## src/rtl/alu_issue_if.sv

```systemverilog
// Issue-stage handshake bundle: decoded instruction in, ALU input bundle out.
// Handshake: a transfer happens on a rising edge where valid && ready; the sender holds valid and payload stable until then.
interface alu_issue_if #(
    parameter int XLEN = 32,
    parameter int RD_W = 5
);
    logic            flush;
    logic            in_valid;
    logic            in_ready;
    logic [6:0]      in_opcode;
    logic [2:0]      in_funct3;
    logic [6:0]      in_funct7;
    logic [XLEN-1:0] in_rs1_val;
    logic [XLEN-1:0] in_rs2_val;
    logic [XLEN-1:0] in_imm;
    logic [XLEN-1:0] in_pc;
    logic [RD_W-1:0] in_rd;
    logic            out_valid;
    logic            out_ready;
    logic [9:0]      out_alu_opc;
    logic            out_alu_vld;
    logic [XLEN-1:0] out_in1;
    logic [XLEN-1:0] out_in2;
    logic [RD_W-1:0] out_rd;
    logic            out_illegal;

    modport slave (
        input  flush, in_valid, in_opcode, in_funct3, in_funct7, in_rs1_val, in_rs2_val,
               in_imm, in_pc, in_rd, out_ready,
        output in_ready, out_valid, out_alu_opc, out_alu_vld, out_in1, out_in2, out_rd, out_illegal
    );

    modport master (
        output flush, in_valid, in_opcode, in_funct3, in_funct7, in_rs1_val, in_rs2_val,
               in_imm, in_pc, in_rd, out_ready,
        input  in_ready, out_valid, out_alu_opc, out_alu_vld, out_in1, out_in2, out_rd, out_illegal
    );
endinterface

```

## src/rtl/alu_issue_stage.sv

```systemverilog
// RV32I execute-issue stage: operand select + one-hot ALU op decode, registered
// through an output register backed by a one-entry skid so in_ready is a flop.
module alu_issue_stage #(
    parameter int XLEN = 32,
    parameter int RD_W = 5
) (
    input  logic        clk,
    input  logic        rst,
    alu_issue_if.slave  bus,
    output logic [1:0]  dbg_state
);
    localparam logic [6:0] OPC_OP     = 7'b0110011;
    localparam logic [6:0] OPC_OP_IMM = 7'b0010011;
    localparam logic [6:0] OPC_LUI    = 7'b0110111;
    localparam logic [6:0] OPC_AUIPC  = 7'b0010111;

    localparam logic [9:0] ALU_ADD  = 10'b00_0000_0001;
    localparam logic [9:0] ALU_SUB  = 10'b00_0000_0010;
    localparam logic [9:0] ALU_XOR  = 10'b00_0000_0100;
    localparam logic [9:0] ALU_OR   = 10'b00_0000_1000;
    localparam logic [9:0] ALU_AND  = 10'b00_0001_0000;
    localparam logic [9:0] ALU_SLL  = 10'b00_0010_0000;
    localparam logic [9:0] ALU_SRL  = 10'b00_0100_0000;
    localparam logic [9:0] ALU_SRA  = 10'b00_1000_0000;
    localparam logic [9:0] ALU_SLT  = 10'b01_0000_0000;
    localparam logic [9:0] ALU_SLTU = 10'b10_0000_0000;

    typedef struct packed {
        logic [9:0]      opc;
        logic            alu_vld;
        logic            illegal;
        logic [RD_W-1:0] rd;
        logic [XLEN-1:0] in1;
        logic [XLEN-1:0] in2;
    } bundle_t;

    typedef enum logic [1:0] {EMPTY = 2'd0, FULL = 2'd1, SKID = 2'd2} state_t;

    state_t    state, state_nx;
    bundle_t   out_q, skid_q, dec;
    logic      in_ready_q;
    logic      acc, load_out, load_skid, out_from_skid;
    logic [9:0] op_sel;
    logic      is_alu, legal, alt_f7;

    // Decode is purely from the offered instruction; it is only captured on accept.
    always_comb begin
        dec     = '0;
        dec.rd  = bus.in_rd;
        dec.in1 = bus.in_rs1_val;
        dec.in2 = bus.in_rs2_val;
        op_sel  = ALU_ADD;
        is_alu  = 1'b0;
        legal   = 1'b1;
        alt_f7  = (bus.in_funct7 == 7'h20);
        case (bus.in_funct3)
            3'd0:    op_sel = ALU_ADD;
            3'd1:    op_sel = ALU_SLL;
            3'd2:    op_sel = ALU_SLT;
            3'd3:    op_sel = ALU_SLTU;
            3'd4:    op_sel = ALU_XOR;
            3'd5:    op_sel = alt_f7 ? ALU_SRA : ALU_SRL;
            3'd6:    op_sel = ALU_OR;
            default: op_sel = ALU_AND;
        endcase
        case (bus.in_opcode)
            OPC_OP: begin
                is_alu = 1'b1;
                if (bus.in_funct3 == 3'd0 && alt_f7) op_sel = ALU_SUB;
                legal = (bus.in_funct7 == 7'h00) ||
                        (alt_f7 && (bus.in_funct3 == 3'd0 || bus.in_funct3 == 3'd5));
            end
            OPC_OP_IMM: begin
                is_alu  = 1'b1;
                dec.in2 = bus.in_imm;
                if (bus.in_funct3 == 3'd1 || bus.in_funct3 == 3'd5) begin
                    dec.in2 = {{(XLEN-5){1'b0}}, bus.in_imm[4:0]};
                    legal   = (bus.in_funct7 == 7'h00) || (alt_f7 && bus.in_funct3 == 3'd5);
                end
            end
            OPC_LUI: begin
                is_alu  = 1'b1;
                op_sel  = ALU_ADD;
                dec.in1 = '0;
                dec.in2 = bus.in_imm;
            end
            OPC_AUIPC: begin
                is_alu  = 1'b1;
                op_sel  = ALU_ADD;
                dec.in1 = bus.in_pc;
                dec.in2 = bus.in_imm;
            end
            default: is_alu = 1'b0;
        endcase
        if (is_alu) begin
            if (legal) begin
                dec.opc     = op_sel;
                dec.alu_vld = 1'b1;
            end else begin
                dec.illegal = 1'b1;
            end
        end
    end

    assign acc = bus.in_valid && in_ready_q;

    always_comb begin
        state_nx      = state;
        load_out      = 1'b0;
        load_skid     = 1'b0;
        out_from_skid = 1'b0;
        if (bus.flush) begin
            state_nx = EMPTY;
        end else begin
            case (state)
                EMPTY: if (acc) begin
                    state_nx = FULL;
                    load_out = 1'b1;
                end
                FULL: begin
                    if (bus.out_ready && acc) begin
                        load_out = 1'b1;
                    end else if (bus.out_ready) begin
                        state_nx = EMPTY;
                    end else if (acc) begin
                        state_nx  = SKID;
                        load_skid = 1'b1;
                    end
                end
                SKID: if (bus.out_ready) begin
                    state_nx      = FULL;
                    load_out      = 1'b1;
                    out_from_skid = 1'b1;
                end
                default: state_nx = EMPTY;
            endcase
        end
    end

    always_ff @(posedge clk) begin
        if (rst) begin
            state      <= EMPTY;
            in_ready_q <= 1'b1;
            out_q      <= '0;
            skid_q     <= '0;
        end else begin
            state      <= state_nx;
            in_ready_q <= (state_nx != SKID);
            if (load_out)  out_q  <= out_from_skid ? skid_q : dec;
            if (load_skid) skid_q <= dec;
        end
    end

    assign bus.in_ready    = in_ready_q;
    assign bus.out_valid   = (state != EMPTY);
    assign bus.out_alu_opc = out_q.opc;
    assign bus.out_alu_vld = out_q.alu_vld;
    assign bus.out_illegal = out_q.illegal;
    assign bus.out_rd      = out_q.rd;
    assign bus.out_in1     = out_q.in1;
    assign bus.out_in2     = out_q.in2;
    assign dbg_state       = state;
endmodule

```

## src/flat_wrapper.sv

```systemverilog
// flat-port wrapper written by rule: the top's interface ports become plain ports
module alu_issue_stage_flat 
#(
    parameter int XLEN = 32,
    parameter int RD_W = 5
)
  (clk, rst, dbg_state, bus_flush, bus_in_valid, bus_in_opcode, bus_in_funct3, bus_in_funct7, bus_in_rs1_val, bus_in_rs2_val, bus_in_imm, bus_in_pc, bus_in_rd, bus_out_ready, bus_in_ready, bus_out_valid, bus_out_alu_opc, bus_out_alu_vld, bus_out_in1, bus_out_in2, bus_out_rd, bus_out_illegal);
  alu_issue_if #(.XLEN(XLEN), .RD_W(RD_W)) bus_i ();
  input  logic clk;
  input  logic rst;
  output logic [1:0] dbg_state;
  input wire logic [$bits(bus_i.flush)-1:0] bus_flush;
  input wire logic [$bits(bus_i.in_valid)-1:0] bus_in_valid;
  input wire logic [$bits(bus_i.in_opcode)-1:0] bus_in_opcode;
  input wire logic [$bits(bus_i.in_funct3)-1:0] bus_in_funct3;
  input wire logic [$bits(bus_i.in_funct7)-1:0] bus_in_funct7;
  input wire logic [$bits(bus_i.in_rs1_val)-1:0] bus_in_rs1_val;
  input wire logic [$bits(bus_i.in_rs2_val)-1:0] bus_in_rs2_val;
  input wire logic [$bits(bus_i.in_imm)-1:0] bus_in_imm;
  input wire logic [$bits(bus_i.in_pc)-1:0] bus_in_pc;
  input wire logic [$bits(bus_i.in_rd)-1:0] bus_in_rd;
  input wire logic [$bits(bus_i.out_ready)-1:0] bus_out_ready;
  output wire logic [$bits(bus_i.in_ready)-1:0] bus_in_ready;
  output wire logic [$bits(bus_i.out_valid)-1:0] bus_out_valid;
  output wire logic [$bits(bus_i.out_alu_opc)-1:0] bus_out_alu_opc;
  output wire logic [$bits(bus_i.out_alu_vld)-1:0] bus_out_alu_vld;
  output wire logic [$bits(bus_i.out_in1)-1:0] bus_out_in1;
  output wire logic [$bits(bus_i.out_in2)-1:0] bus_out_in2;
  output wire logic [$bits(bus_i.out_rd)-1:0] bus_out_rd;
  output wire logic [$bits(bus_i.out_illegal)-1:0] bus_out_illegal;
  assign bus_i.flush = bus_flush;
  assign bus_i.in_valid = bus_in_valid;
  assign bus_i.in_opcode = bus_in_opcode;
  assign bus_i.in_funct3 = bus_in_funct3;
  assign bus_i.in_funct7 = bus_in_funct7;
  assign bus_i.in_rs1_val = bus_in_rs1_val;
  assign bus_i.in_rs2_val = bus_in_rs2_val;
  assign bus_i.in_imm = bus_in_imm;
  assign bus_i.in_pc = bus_in_pc;
  assign bus_i.in_rd = bus_in_rd;
  assign bus_i.out_ready = bus_out_ready;
  assign bus_in_ready = bus_i.in_ready;
  assign bus_out_valid = bus_i.out_valid;
  assign bus_out_alu_opc = bus_i.out_alu_opc;
  assign bus_out_alu_vld = bus_i.out_alu_vld;
  assign bus_out_in1 = bus_i.out_in1;
  assign bus_out_in2 = bus_i.out_in2;
  assign bus_out_rd = bus_i.out_rd;
  assign bus_out_illegal = bus_i.out_illegal;
  alu_issue_stage #(.XLEN(XLEN), .RD_W(RD_W)) u_core (.clk(clk), .rst(rst), .bus(bus_i), .dbg_state(dbg_state));
endmodule
```

## config.mk

```make
export PLATFORM = sky130hd
export DESIGN_NAME = alu_issue_stage_flat
export DESIGN_NICKNAME = d
export VERILOG_FILES = /design/src/rtl/alu_issue_if.sv /design/src/rtl/alu_issue_stage.sv /design/src/flat_wrapper.sv
export SDC_FILE = /design/constraint.sdc
export NUM_CORES = 1
export LEC_CHECK = 0
export CAP_MARGIN = 20
export CORE_ASPECT_RATIO = 1.4
export CORE_MARGIN = 2
export CORE_UTILIZATION = 35
export CTS_BUF_LIST = sky130_fd_sc_hd__clkbuf_8
export DETAILED_ROUTE_END_ITERATION = 8
export PLACE_DENSITY = 0.72
export SLEW_MARGIN = 5
export SYNTH_ARGS = -nofsm -noshare
export SYNTH_HDL_FRONTEND = slang
export SYNTH_SLANG_ARGS = --single-unit
```

## constraint.sdc

```tcl
create_clock -name clk -period 3.95 [get_ports clk]
set_input_delay 0.79 -clock clk [delete_from_list [all_inputs] [get_ports clk]]
set_output_delay 0.79 -clock clk [all_outputs]
set_load 0.01 [all_outputs]
```

==> run summary, run 1 <==
CTS Sinks - 165
largest net degree at the start of global routing - 86
gr usage total - 19.8%
VDD IR max - 0.000178 V
Max-Cap Viols - 0
skew final - 0.0101 ns
DR vias - 7130
met2 usage - 33.9%
CP endpoint - u_core.bus.out_in1[13]
GR Layer Usage met3 - 5.28%
Synth area leader - dfxtp_1
post-CTS setup repair buffer count - 0
Post-Route WL - 22.7 mm
Worst path slowest cell - clkdlybuf4s50_1
Die Ht - 178 microns
CTS tree - built
layout cells sized above 1 - 9.59%
Final Instance Area - 0.0105 sq mm
die area - 0.0228 sq mm
CTS root buf - clkbuf_8
minimum clock period - 2.74 ns
Detailed Route Iter0 Violations - 407
vias per cell - 5.52
Synthesized Nets - 991
Final period util - 69.3%
# fillers - 2063
Pwr Total - 3.62 mW
EDFF count, synth - 0
Max Fclk - 0.365 GHz
DRC - 0
CP Data Arrival Time - 3.11 ns
gr ovfl total - 0
pre-CTS setup slack - 0.738 ns
cell count after synthesis - 836
chip width - 128 microns
Yosys cell types - 53
count leader, synth - dfxtp_1
clock buffer depth - 2
Post-Syn Area - 0.00756 sq mm
initial antenna violation count - 0
FF-to-FF path depth - 5
first-pass GRT wire length - 36.1 mm
Setup-failing EPs final - 0
TritonRoute pass-1 iters - 4
total CTS buffers - 17
Setup TNS - 0 ns
WS Path Type - primary input to flop
H-tree lvl count - 4
Core Region - 0.0212 sq mm
Fin. Hold Viols - 0
vias in the first global route - 7056
Top Usage Layer GRT - met2
Inserted Diodes - 0
Pwr Density - 345 mW/mm^2
LEAKAGE - 3.45 nW
Post-synth ARST share - 0%
IO Pins - 240
relative slew slack - 36.3%
Area contributors post-synth - dfxtp_1 (44%), a211oi_1 (9.6%), a22oi_1 (6.6%)
synth warn - 0
Critical Path Start - bus_in_opcode[6]
clk_lat worst skew - 0.45 ns
routability cong. - 0.841
top cells by count, synth - dfxtp_1 (165), nor2_1 (99), a211oi_1 (97)
reg-to-reg endpoint - u_core.bus.out_in2[0]
post-DP HPWL - 14.9 mm
Worst Path Max Fanout - 46
Crit. End Element - flop
Cell Chain, Critical Path - clkdlybuf4s50_1 -> nor3b_4 -> nand3_4 -> buf_4 -> nor3b_1 -> a211oi_1 -> o31ai_1
ANT nets after route - 0
#FFs+latches synth - 165
worst slew pin tran - 0.956 ns
max-slew violation count - 0
CP delay by family, top - simple AND/OR/NAND/NOR gates
area delta synth->final - 38.7%
Seq/Total Area, Yosys - 43.7%
wire per inst - 17.6 microns
RSZ-0062 raised after global routing - no
WP buf/inv - 2
hold_buf cts - 0
Reg area - 0.00330 sq mm
top cell type's share of synthesized area - 43.7%
setup ws final - 1.21 ns
post-cts gate resize count - 0
Worst path max stage delay - 0.46 ns
M1 GR Usage - 23.7%
startpoint types - primary input
Site Rows - 63
reg-to-reg startpoint - u_core.dbg_state[1]
Critical Path RT - 4.32 ns
reg2reg setup slack - 1.60 ns
Initial Util - 35.7%
Clock transition at path regs - 0.09 ns
cell area after placement - 0.0101 sq mm
Mean Syn Cell Area - 9.05 sq um
status - completed
Multi-input gate area - 0.00389 sq mm
ys flop type - dfxtp_1
IO buf count - 239
layout net count - 1175
worst min path class - flop to flop
Fin Hold WS - 0.458 ns
instance count on the critical path - 7
==> sequential cells by signal, indices dropped and copies added (netlist names) <==
| name | cells |
|---|---|
| u_core.bus.out_alu_vld | 1 |
| u_core.bus.out_rd | 5 |
| u_core.bus.in_ready | 1 |
| u_core.dbg_state | 2 |
| u_core.bus.out_alu_opc | 10 |
| u_core.bus.out_illegal | 1 |
| u_core.bus.out_in1 | 32 |
| u_core.bus.out_in2 | 32 |
| u_core.skid_q | 81 |
==> stage by stage <==
stage,util (%),std cells
floorplan,-,836
global placement,47.4,1261
detailed placement,47.4,1261
CTS,49.5,1292
global route,49.5,1292
finish,49.5,1292
==> power breakdown <==
group          internal [mW]  total [mW]  switching, mW  leakage [nW]
Sequential              1.72        1.75         0.0326          1.34
Clock                  0.668        1.32          0.654         0.207
Combinational          0.308       0.549          0.241          1.90
Total                   2.70        3.62          0.927          3.45
==> layer usage <==
| layer | routed length (microns) | part of all wire (%) | vias up |
|---|---|---|---|
| li1 | - | - | 3540 |
| met1 | 9640 | 43 | 3322 |
| met2 | 11200 | 49 | 234 |
| met3 | 1340 | 5.9 | 34 |
| met4 | 522 | 2.3 | 0 |
| met5 | 0 | 0 | - |
==> layout by cell type (no fill, tap or decap), drive strengths merged, types with 19 or more instances in the layout <==
cell type      count
dfxtp            165
clkdlybuf4s50    238
a22oi             66
nand3b            32
a211oi            98
nor2             100
o21ai             34
o22ai             32
clkbuf            19
nor3b             33
nand2             33
nor3              42
o31ai             32
==> worst register-to-register path, delay by kind of cell, from the launching register on <==
family | cells | cell delay (ns)
and+or+nand+nor | 3 | 1.42
DFF | 1 | 0.43
AOI/OAI and AO/OA | 2 | 0.42
==> worst min-delay path by stage <==
stage                       from                 to  slack [ns]  cells after the start
6_report       u_core.skid_q[73]  u_core.skid_q[73]        0.46                      2
3_3_place_gp   u_core.skid_q[73]  u_core.skid_q[73]        0.44                      2
4_1_cts        u_core.skid_q[73]  u_core.skid_q[73]        0.45                      2
5_1_grt        u_core.skid_q[70]  u_core.skid_q[70]        0.47                      2
2_1_floorplan  u_core.skid_q[73]  u_core.skid_q[73]        0.43                      2
3_5_place_dp   u_core.skid_q[73]  u_core.skid_q[73]        0.44                      2
==> logic make-up after synthesis <==
kind of cell / after synthesis / share of synthesized area, %
buf+inv: 94 / 5.29
simple gates: 273 / 19.3
flops: 165 / 43.7
mux: 6 / 0.811
compound gates: 298 / 30.9
==> layout make-up <==
cell class                      instances  share of cell area [%]
Inverter                                5                   0.179
Multi-Input combinational cell        577                    37.1
Tap cell                              260                    3.10
Clock buffer                           19                    2.49
Clock inverter                         12                    1.60
Sequential cell                       165                    31.5
Timing Repair Buffer                  254                    24.0
Note: power is estimated with default switching activity, not from simulation.
==> run 2, diff against run 1 <==
Settings changed: PLACE_DENSITY 0.72 to 0.75.
Clock period 3.95 ns to 2.5 ns, I/O delays scaled along.
==> run summary, run 2 (synthesis results as in run 1) <==
post-CTS setup repair buffer count - 0 (unchanged)
chip width - 128 microns (unchanged)
Fin. Hold Viols - 0 (unchanged)
gr usage total - 19.7% (-0.090 points)
Pwr Total - 5.53 mW (+53%)
setup ws final - 0.335 ns (-0.877 ns)
DR vias - 7300 (+2.4%)
reg2reg setup slack - 0.51 ns (-1.09 ns)
Pwr Density - 515 mW/mm^2 (+49%)
CP Data Arrival Time - 1.67 ns (-1.44 ns)
IO Pins - 240 (unchanged)
Site Rows - 63 (unchanged)
placed cell count - 1282 (+1.7%)
Inserted Diodes - 0 (unchanged)
CTS tree - built
relative slew slack - 63.2% (+27 points)
Psw - 1.43 mW (+55%)
non-filler cells, final - 1314 (+1.7%)
initial antenna violation count - 0 (unchanged)
Hold Crit Depth - 2 (unchanged)
Critical Path RT - 2.00 ns (-2.32 ns)
clock buffer depth - 2 (unchanged)
TritonRoute pass-1 iters - 4 (unchanged)
reg-to-reg endpoint - u_core.bus.out_in2[31]
post-cts gate resize count - 0 (unchanged)
area delta synth->final - 41.9%
Max-Cap Viols - 0 (unchanged)
routability cong. - 0.822 (-2.3%)
Die Ht - 178 microns (unchanged)
minimum clock period - 2.17 ns
ANT nets after route - 0 (unchanged)
Multi-input gate area - 0.00389 sq mm (unchanged)
WS Path Type - flop to output port
Reg area - 0.00330 sq mm (unchanged)
layout cells sized above 1 - 11.2% (+1.6 points)
register name with the most flops - u_core.skid_q
skew final - 0.0150 ns (+0.00488 ns)
vias per cell - 5.56 (+0.67%)
max reg flops - 81 (unchanged)
worst slew pin tran - 0.552 ns (-0.404 ns)
DRC - 0 (unchanged)
reg-to-reg startpoint - u_core.dbg_state[1]
Worst Path Max Fanout - 9 (-80%)
RSZ-0062 raised after global routing - no
layout net count - 1196 (+1.8%)
internal power - 4.09 mW (+52%)
sequential fraction of design power - 50.1% (+1.7 points)
clk_lat worst skew - 0.43 ns (-0.02 ns)
startpoint types - flop
max-slew violation count - 0 (unchanged)
Final Instance Area - 0.0107 sq mm (+2.3%)
LEAKAGE - 3.59 nW (+3.9%)
Max Fclk - 0.462 GHz
IO buf count - 239 (unchanged)
clock share of power - 33.7% (-2.8 points)
Final period util - 86.6%
gr ovfl total - 0 (unchanged)
Clock transition at path regs - 0.09 ns (about the same)
switching share of total power - 25.9% (+0.34 points)
logic gate share of total power - 16.2% (+1.1 points)
cell area after placement - 0.0104 sq mm (+2.9%)
VDD IR max - 0.000268 V (+51%)
post-DP HPWL - 14.9 mm (+0.46%)
Core Region - 0.0212 sq mm (unchanged)
Fin Hold WS - 0.456 ns (-0.00246 ns)
Crit. End Element - output port
largest net degree at the start of global routing - 75 (-13%)
worst min path class - flop to flop
wire per inst - 17.5 microns (-0.50%)
Detailed Route Iter0 Violations - 436 (+7.1%)
first-pass GRT wire length - 36.2 mm (+0.23%)
FF-to-FF path depth - 6 (+1)
# fillers - 1988 (-3.6%)
Initial Util - 35.7% (unchanged)
die area - 0.0228 sq mm (unchanged)
CTS Sinks - 165 (unchanged)
total CTS buffers - 17 (unchanged)
most frequent cells in the layout - clkdlybuf4s50_1 (238), dfxtp_1 (165), nor2_1 (98), a211oi_1 (97), a22oi_1 (66)
vias in the first global route - 7156 (+1.4%)
H-tree lvl count - 4 (unchanged)
Hold Crit Start - u_core.skid_q[73]
Hold Path Sink - u_core.skid_q[73]
hold_buf cts - 0 (unchanged)
Setup-failing EPs final - 0 (unchanged)
Post-Route WL - 22.9 mm (+1.2%)
most common cell after layout, fill and taps aside - clkdlybuf4s50_1
CTS root buf - clkbuf_8
status - completed
pre-CTS setup slack - -0.00529 ns (-0.744 ns)
==> run 2: stage by stage <==
step                      utilization [%]  setup TNS [ns]
after floorplan                         -               0
after global placement               48.8               0
after detailed placement             48.8        -0.00529
after CTS                            50.6               0
after global routing                 50.6               0
final                                50.6               0
==> run 2: worst max-delay path by stage <==
| stage | from | to | slack, ns | depth (start not counted) |
|---|---|---|---|---|
| 5_1_grt | u_core.dbg_state[0] | bus_out_valid | 0.25 | 2 |
| 3_3_place_gp | bus_in_opcode[6] | u_core.bus.out_in1[4] | 0.02 | 7 |
| 6_report | u_core.dbg_state[0] | bus_out_valid | 0.33 | 2 |
| 3_5_place_dp | bus_in_opcode[6] | u_core.bus.out_in1[4] | -0.005 | 7 |
| 2_1_floorplan | bus_in_opcode[5] | u_core.bus.out_in2[11] | 0.71 | 7 |
| 4_1_cts | u_core.dbg_state[0] | bus_out_valid | 0.28 | 2 |
==> run 2: area by class of cell <==
cell class / count / area share (%)
multi-input combinational: 577 / 36.3
inverter: 5 / 0.175
sequential: 165 / 30.8
clock inverter: 12 / 0.956
tap: 260 / 3.03
clock buffer: 20 / 2.56
timing repair buffer: 275 / 26.2
==> run 2: critical path, stage by stage (launching register included) <==
cell and delay, ns:
dfxtp_1 0.53, or2_2 0.17, clkdlybuf4s50_1 0.52
==> run 2: power groups by stage <==
stage / registers, mW / clock network [mW] / logic (mW)
global placement: 2.83 / 0 / 0.893
detailed placement: 2.83 / 0 / 0.899
finish: 2.77 / 1.86 / 0.897
CTS: 2.77 / 1.92 / 0.903
floorplan: 2.86 / 0 / 0.344
global route: 2.78 / 2.02 / 0.967
==> run 2: metal layers <==
metal  vias up  track usage (%)  wire length [microns]
met5         -                0                      0
li1       3585                -                      -
met1      3446             24.9                  10100
met3        25             4.07                   1320
met2       244             33.0                  11000
met4         0             7.46                    473
